$ cat config.mk
export PLATFORM = sky130hd
export DESIGN_NAME = pipelined_control_unit
export DESIGN_NICKNAME = d
export VERILOG_FILES = /design/src/rtl/pipelined_control_unit.sv
export SDC_FILE = /design/constraint.sdc
export NUM_CORES = 1
export LEC_CHECK = 0
export BUFFER_PORTS_ARGS = -buffer_cell sky130_fd_sc_hd__buf_2
export CAP_MARGIN = 20
export CORE_UTILIZATION = 45
export CTS_CLUSTER_DIAMETER = 50
export CTS_CLUSTER_SIZE = 28
export DETAILED_ROUTE_END_ITERATION = 6
export GPL_TIMING_DRIVEN = 0
export HOLD_SLACK_MARGIN = 0.1
export PLACE_DENSITY = 0.83
export RECOVER_POWER = 50
export SYNTH_ARGS = -nofsm -noshare
export SYNTH_HDL_FRONTEND = slang
export SYNTH_SLANG_ARGS = --single-unit
$ cat constraint.sdc
create_clock -name clk -period 1.65 [get_ports clk]
set_input_delay 0.2475 -clock clk [delete_from_list [all_inputs] [get_ports clk]]
set_output_delay 0.2475 -clock clk [all_outputs]
set_load 0.005 [all_outputs]
$ cat src/rtl/pipelined_control_unit.sv
// ---------------------------------------------------------------------------
// pipelined_control_unit
//
// Purpose:
//   Decodes the ID-stage opcode into WB/M/EX control bundles. The bundles are
//   carried through registered ID/EX, EX/MEM and MEM/WB control stages that
//   sit beside the datapath pipeline registers. Each stage output drives the
//   datapath controls of that stage.
//   Stall replaces the decode with a bubble in ID/EX while the older stages
//   keep draining. Flush kills ID/EX and EX/MEM.
//   Inserted bubbles are counted in a saturating counter.
//
// Ports:
//   clk          in   1     rising-edge clock
//   rst          in   1     asynchronous, active-high reset
//   id_valid     in   1     opcode is a live instruction this cycle
//   opcode       in   OPW   ID-stage opcode
//   stall        in   1     hold decode; load bubble into ID/EX
//   flush        in   1     kill ID/EX and EX/MEM contents
//   id_ex_wb     out  WBW   ID/EX WB bundle
//   id_ex_m      out  MW    ID/EX M bundle
//   id_ex_ex     out  EXW   ID/EX EX bundle
//   ex_mem_wb    out  WBW   EX/MEM WB bundle
//   ex_mem_m     out  MW    EX/MEM M bundle
//   mem_wb_wb    out  WBW   MEM/WB WB bundle
//   stage_valid  out  3     {mem_wb, ex_mem, id_ex} valid bits
//   bubble_cnt   out  CNTW  bubbles inserted since reset, saturating
//   illegal_op   out  1     sticky unknown-opcode flag. This port exists only
//                           when ILLEGAL_OPCODE_TRAP_EN is defined.
//
// Configuration macro:
//   ILLEGAL_OPCODE_TRAP_EN
//     Undefined (default): an unknown opcode issues into ID/EX as valid, with
//       all-zero bundles.
//     Defined: an unknown opcode issues as a bubble and sets illegal_op.
// ---------------------------------------------------------------------------
module pipelined_control_unit #(
    parameter int OPW  = 6,
    parameter int WBW  = 2,
    parameter int MW   = 3,
    parameter int EXW  = 8,
    parameter int CNTW = 16
) (
    input  logic            clk,
    input  logic            rst,
    input  logic            id_valid,
    input  logic [OPW-1:0]  opcode,
    input  logic            stall,
    input  logic            flush,
    output logic [WBW-1:0]  id_ex_wb,
    output logic [MW-1:0]   id_ex_m,
    output logic [EXW-1:0]  id_ex_ex,
    output logic [WBW-1:0]  ex_mem_wb,
    output logic [MW-1:0]   ex_mem_m,
    output logic [WBW-1:0]  mem_wb_wb,
    output logic [2:0]      stage_valid,
    output logic [CNTW-1:0] bubble_cnt
`ifdef ILLEGAL_OPCODE_TRAP_EN
    ,
    output logic            illegal_op
`endif
);

    // Native table bundle: {wb[1:0], m[2:0], ex[7:0]}. An all-zero result
    // means the opcode is not in the table, because every table entry is
    // non-zero.
    function automatic logic [12:0] decode(input logic [OPW-1:0] op);
        logic [12:0] r;
        r = '0;
        case (op)
            OPW'(6'b100100): r = {2'b11, 3'b010, 8'b01001001};
            OPW'(6'b100101): r = {2'b00, 3'b001, 8'b01001011};
            OPW'(6'b000001): r = {2'b10, 3'b000, 8'b10000010};
            OPW'(6'b000011): r = {2'b10, 3'b000, 8'b10000110};
            OPW'(6'b000101): r = {2'b10, 3'b000, 8'b10001010};
            OPW'(6'b000110): r = {2'b10, 3'b000, 8'b10001100};
            OPW'(6'b100000): r = {2'b10, 3'b000, 8'b01000001};
            OPW'(6'b100001): r = {2'b10, 3'b000, 8'b01000011};
            OPW'(6'b101000): r = {2'b00, 3'b100, 8'b01010000};
            OPW'(6'b101001): r = {2'b00, 3'b100, 8'b01010010};
            OPW'(6'b101010): r = {2'b00, 3'b100, 8'b01010100};
            default:         r = '0;
        endcase
        return r;
    endfunction

    logic [12:0]     dec;
    logic [WBW-1:0]  dec_wb;
    logic [MW-1:0]   dec_m;
    logic [EXW-1:0]  dec_ex;
    logic            op_legal;
    logic            issue;

    logic [WBW-1:0]  id_ex_wb_q,  id_ex_wb_d;
    logic [MW-1:0]   id_ex_m_q,   id_ex_m_d;
    logic [EXW-1:0]  id_ex_ex_q,  id_ex_ex_d;
    logic [WBW-1:0]  ex_mem_wb_q, ex_mem_wb_d;
    logic [MW-1:0]   ex_mem_m_q,  ex_mem_m_d;
    logic [WBW-1:0]  mem_wb_wb_q, mem_wb_wb_d;
    logic [2:0]      stage_vld_q, stage_vld_d;
    logic [CNTW-1:0] bubble_cnt_q, bubble_cnt_d;
    logic            illegal_q,   illegal_d;

    // Table values are zero-extended when a bundle is wider than its table
    // entry.
    assign dec      = decode(opcode);
    assign dec_wb   = WBW'(dec[12:11]);
    assign dec_m    = MW'(dec[10:8]);
    assign dec_ex   = EXW'(dec[7:0]);
    assign op_legal = |dec;

`ifdef ILLEGAL_OPCODE_TRAP_EN
    assign issue = id_valid & op_legal;
`else
    assign issue = id_valid;
`endif

    always_comb begin
        // The older stages advance by default. ID/EX loads a bubble unless an
        // instruction issues.
        id_ex_wb_d   = '0;
        id_ex_m_d    = '0;
        id_ex_ex_d   = '0;
        ex_mem_wb_d  = id_ex_wb_q;
        ex_mem_m_d   = id_ex_m_q;
        mem_wb_wb_d  = ex_mem_wb_q;
        stage_vld_d  = {stage_vld_q[1:0], 1'b0};
        bubble_cnt_d = bubble_cnt_q;
        illegal_d    = illegal_q;

        if (flush) begin
            // MEM/WB still takes the old EX/MEM contents. Only the two
            // younger stages are killed.
            ex_mem_wb_d    = '0;
            ex_mem_m_d     = '0;
            stage_vld_d[1] = 1'b0;
        end else if (stall) begin
            // A bubble counts only when it displaces a live instruction.
            if (id_valid && (bubble_cnt_q != {CNTW{1'b1}})) begin
                bubble_cnt_d = bubble_cnt_q + CNTW'(1);
            end
        end else begin
            if (issue) begin
                id_ex_wb_d     = dec_wb;
                id_ex_m_d      = dec_m;
                id_ex_ex_d     = dec_ex;
                stage_vld_d[0] = 1'b1;
            end
            if (id_valid && !op_legal) begin
                illegal_d = 1'b1;
            end
        end
    end

    // ---- ID/EX, EX/MEM, MEM/WB stage registers ----
    always_ff @(posedge clk or posedge rst) begin
        if (rst) begin
            id_ex_wb_q   <= '0;
            id_ex_m_q    <= '0;
            id_ex_ex_q   <= '0;
            ex_mem_wb_q  <= '0;
            ex_mem_m_q   <= '0;
            mem_wb_wb_q  <= '0;
            stage_vld_q  <= '0;
            bubble_cnt_q <= '0;
            illegal_q    <= 1'b0;
        end else begin
            id_ex_wb_q   <= id_ex_wb_d;
            id_ex_m_q    <= id_ex_m_d;
            id_ex_ex_q   <= id_ex_ex_d;
            ex_mem_wb_q  <= ex_mem_wb_d;
            ex_mem_m_q   <= ex_mem_m_d;
            mem_wb_wb_q  <= mem_wb_wb_d;
            stage_vld_q  <= stage_vld_d;
            bubble_cnt_q <= bubble_cnt_d;
            illegal_q    <= illegal_d;
        end
    end

    assign id_ex_wb    = id_ex_wb_q;
    assign id_ex_m     = id_ex_m_q;
    assign id_ex_ex    = id_ex_ex_q;
    assign ex_mem_wb   = ex_mem_wb_q;
    assign ex_mem_m    = ex_mem_m_q;
    assign mem_wb_wb   = mem_wb_wb_q;
    assign stage_valid = stage_vld_q;
    assign bubble_cnt  = bubble_cnt_q;

`ifdef ILLEGAL_OPCODE_TRAP_EN
    assign illegal_op = illegal_q;
`else
    // Without the trap the sticky flag has no consumer.
    logic unused_illegal;
    assign unused_illegal = illegal_q;
`endif

endmodule

# Yosys cells after proc, flatten, opt, wreduce, memory -nomap -nowiden
# Index checks and enable logic that the tools add are counted.
# classes
add_sub_neg	1
eq_ne	12
n_mux	16
n_bitwise	1
reduce_logical	2
# op_table
op	count
case mux 13 bit (11 select lines)	1
== test 6 bit (second input constant)	7
2-to-1 mux 8 bit	3
adder 16 x 1 -> 16 bit (second input constant)	1
!= test 16 bit (second input constant)	1
== test 6 x 3 -> 1 bit (second input constant)	2
2-to-1 mux 3 bit	4
2-to-1 mux 2 bit	4
== test 6 x 1 -> 1 bit (second input constant)	1
== test 6 x 2 -> 1 bit (second input constant)	1
2-to-1 mux 1 bit	4
AND reduction 3 bit	1
logical AND 1 bit	1
inverter 1 bit	1
# totals
reg_bits	39
in_bits	11
output_inout_bits	39
wordCells	40

# Longest topological paths before layout
# logic_depth
depth_word	5
depth_mapped	6
mapped_depth_nobuf	5

# Worst setup path before layout
# Ideal clock, no wire load.
# synth_timing
kind	register to register
from	register bubble_cnt_q[0] (netlist: bubble_cnt[0])
to	register bubble_cnt_q[1] (netlist: bubble_cnt[1])
setup_time_ns	0.125
arrival_time_ns	1.524
required_ns	1.525
setup_slack_ns	0.001
stages_incl_launch_ff	6
n_path_buf	0
synth_period_minus_slack_ns	1.649
path_cell_list	dfrtp_1 > ha_1 > nand4_4 > nor4_4 > nor2_2 > mux2_4
# synth_via
elab_chain_cells	3
word_cells_on_any_way	4
# synth_rtl
item	line	source
start, declared	101	logic [CNTW-1:0] bubble_cnt_q, bubble_cnt_d;
start signal, assigned	175	bubble_cnt_q <= bubble_cnt_d;
parallel branches: the longest is 3 deep, another holds adder 16 x 1 -> 16 bit	--	
# Several ways; the timed one is not identified.
# A chain may end at the register's enable or synchronous reset.

# Worst setup path in the final report
# layout_timing
from	register bubble_cnt_q[1] (netlist: bubble_cnt[1])
to	register bubble_cnt_q[1] (netlist: bubble_cnt[1])
# Same word-level chain as after synthesis.

==> results.md <==
- Number of nets in the layout: between 200 and 250
- Power share of the clock group: 0.316
- Endpoint class of the critical path: flop
- Clock Sink Count: 35
- Complex-gate fraction of the synthesized area: 0.03373
- Post-DR vias/cell: 4.911
- Half-perimeter wire length after placement: between 2000 and 2500 µm
- Sequential element share of the synthesized area: 0.5490
- Floorplan die area: 3787 µm²
- Gate power share: 0.175
- Worst vdd rail ir drop: roughly 0.90 mV
- Worst-case reg-to-reg path depth: 6
- Top cells by area, synth: dfrtp_1, xor2_1, xnor2_1
- Die height: 61.54 µm
- Largest family of logic cells by synthesized area: simple AND/OR/NAND/NOR gates
- Number of different library cells in the post-synthesis netlist: 39
- Area of the core region: around 3400 µm²
- Synth top area share: 0.5490
- Number of inserted diodes: 0
- Adder and majority cell fraction of the synthesized area: 0.007843
- Internal reg-to-reg setup slack: -20 ps
- Total iterations of the first detailed-routing run: 4
- Post-route clock skew: approximately 14 ps
- Total via count in the routed design: roughly 1,200
- Post-synthesis instance area: around 1600 µm²
- Total internal power: between 1 and 1.5 mW
- Critical Path RT: 1870 ps
- Drt first-iter violations: 34
- Mapped Cells: 139
- Final period utilization: 1.009
- Synthesized-area fraction occupied by and/or/nand/nor cells: 0.2510
- Flop pwr share: 0.509
- Largest driver fanout on the critical path: 5
- Switching fraction of total power: 0.2674
- Crit Path Class: flop to flop
- Clock tree from TritonCTS: yes
- Ys async rst share: 1.000
- Final hold vios: 0
- Final critical path time including I/O delays and setup: 1666 ps
- Result of the run: finished with violations
- Final Slew Violations: 0
- Worst setup path start: bubble_cnt[1]
- Max Buffers Root-to-Sink: 2
- Number of antenna violations at the first check in global routing: 0
- EDFF count, synth: 0
- FP Rows: 21
- Commonest cells in the netlist: dfrtp_1, xor2_1, nor2_1, nor3_1, xnor2_1
- Transition time of the tightest slew-check pin: between 700 and 800 ps
- LEAKAGE: around 1.0 nW
- Yosys warns: 0
- Failing checks: negative setup slack
- Setup repair after global routing missed its margin: yes
- Pin count of the biggest net entering global routing: 20
- Path class of the lowest-slack min-delay path: input pin to flop
- Data arrival time of the worst path: around 1900 ps
- Gp weighted congestion: approximately 0.74
- Xor and xnor area share after synthesis: 0.09333
- Boundary Pins: 50
- Layout overhead on the synthesized area: 30.20%
- Startpoint of the most critical register-to-register path: bubble_cnt[1]
- Quantity of I/O buffers inserted on ports: 44
- Maximum clock frequency: around 0.6 GHz
- Post-detailed-routing wire length: a little under 3000 µm
- Post-placement setup slack: -104.7 ps
- Area after DPL: about 1900 µm²
- Clock latency on the worst-skew pair: between 300 and 400 ps
- Share of cells above drive strength 1: 0.3168
- Critical path endpoint: bubble_cnt[1]
- Clock edge transition at the registers on the reported setup and hold paths: 100 ps
- Reg-to-reg endpoint: bubble_cnt[1]
- Clock root buffer: clkbuf_4
- Power Dens Cells: between 900 and 1000 nW/µm²
- Synthesized area per cell: roughly 11 µm²
- Nature of the critical path startpoint: flop
- Slew headroom: 0.5266
- Share of cell area taken by muxes after synthesis: 0.009412
- Depth of the CTS H-tree: 2
- Most frequently used cell type in the post-synthesis netlist: dfrtp_1
- Routed wire per std cell: about 12 µm
- Global-route usage over all layers: 0.1673
- Final design area excluding fillers: just over 2000 µm²
- Post-Synthesis Net Count: 151
- Number of global-route vias before repair: 969
- Effective utilization at floorplan: 0.4743
- Final setup violation count: 1
- Cell type contributing the most total cell area after synthesis: dfrtp_1
- Min setup slack post-route: -15.51 ps
- Routed Antenna Nets: 0
- Grt total ovfl: 0
- Max-cap violations: 0
- Number of remaining DRC errors: 0
- Most common flop cell mapped by yosys: dfrtp_1
- Horizontal die dimension: just over 60 µm
- Post-synthesis sequential element count: 35
- Num CTS Buffers: 5
- First-pass GRT wire length: 4588 µm
- Net load switching power: 0.5466 mW
## worst min path at each step
stage	start	end	slack [ps]	cells past startpoint
5_1_grt	opcode[3]	id_ex_ex[7]	170	2
4_1_cts	opcode[3]	id_ex_ex[7]	160	2
3_3_place_gp	ex_mem_wb[1]	mem_wb_wb[1]	360	0
2_1_floorplan	flush	ex_mem_m[0]	310	1
3_5_place_dp	ex_mem_wb[1]	mem_wb_wb[1]	360	0
6_report	flush	ex_mem_wb[1]	180	2
## stage by stage
stage                     total power, mW  setup TNS (ps)    util  instances  hold WS, ps
after floorplan                     1.203               0       -        139        313.1
after global placement              1.313          -778.4  0.5569        229        356.1
after detailed placement            1.328           -1024  0.5651        230        356.3
after CTS                           1.975               0  0.5990        241        156.3
after global routing                2.167          -508.8  0.6176        248        170.2
final                               2.044          -15.51  0.6176        248        180.9
## cells by family after synthesis
kind of cell,after synthesis
AOI/OAI and AO/OA,8
other,1
xor gates and xnor gates,17
buffers and inverters,15
DFF,35
muxes,1
and+or+nand+nor,61
adders and majority gates,1
## layout make-up
class / instances / area (µm²)
fill: 312 / 1286
sequential: 35 / 877.1
multi-input combinational: 89 / 661.9
timing repair buffer: 55 / 302.8
buffer: 11 / 76.32
tap: 46 / 57.56
clock buffer: 6 / 51.30
clock inverter: 2 / 35.03
inverter: 4 / 15.01
## timing repair
| action | 4_1_cts | 5_1_grt |
|---|---|---|
| cloned | 0 | 1 |
| setup buffers | 1 | 6 |
| hold endpoints to repair | 17 | 0 |
| pin swaps | 1 | 2 |
| setup endpoints to repair | 11 | 18 |
| hold buffers | 2 | 0 |
| resized for setup | 0 | 10 |
## state kept, by name, summed over array words and instances (netlist names)
name / count
bubble_cnt: 16
id_ex_ex: 7
ex_mem_m: 3
stage_valid: 3
id_ex_m: 2
mem_wb_wb: 2
ex_mem_wb: 1
id_ex_wb: 1
## layout by cell type, fill, tap and decap left out, types with 3 or more instances in the layout
| cell | n |
|---|---|
| buf_4 | 12 |
| nor4_1 | 4 |
| buf_2 | 28 |
| nor2_1 | 8 |
| nand3_1 | 6 |
| clkbuf_1 | 21 |
| nand4_1 | 3 |
| xnor2_1 | 7 |
| nor3b_1 | 3 |
| inv_1 | 4 |
| nor3_1 | 8 |
| xor2_1 | 10 |
| nor2b_1 | 6 |
| clkbuf_4 | 5 |
| nand2_1 | 4 |
| dfrtp_1 | 34 |
## worst max-delay path, stage by stage (launching register included)
cell     delay [ps]
dfrtp_1         430
ha_4            170
nand4_4         140
nor4_4          290
buf_4           170
nor2_2           60
mux2_4          300
## power groups by stage
stage	Combinational, mW	Clock (mW)	Sequential [mW]
3_5_place_dp	0.277	0	1.05
3_3_place_gp	0.266	0	1.05
6_report	0.358	0.645	1.04
5_1_grt	0.409	0.706	1.05
4_1_cts	0.282	0.659	1.03
2_1_floorplan	0.160	0	1.04
## routing by layer
metal / part of all wire / GRT usage / up-vias
met5: 0 / 0 / -
met4: 0.014 / 0.06667 / 0
met3: 0.041 / 0.04622 / 4
met2: 0.48 / 0.2335 / 30
met1: 0.47 / 0.2450 / 586
li1: - / - / 598
(Power assumes the default switching activity.)
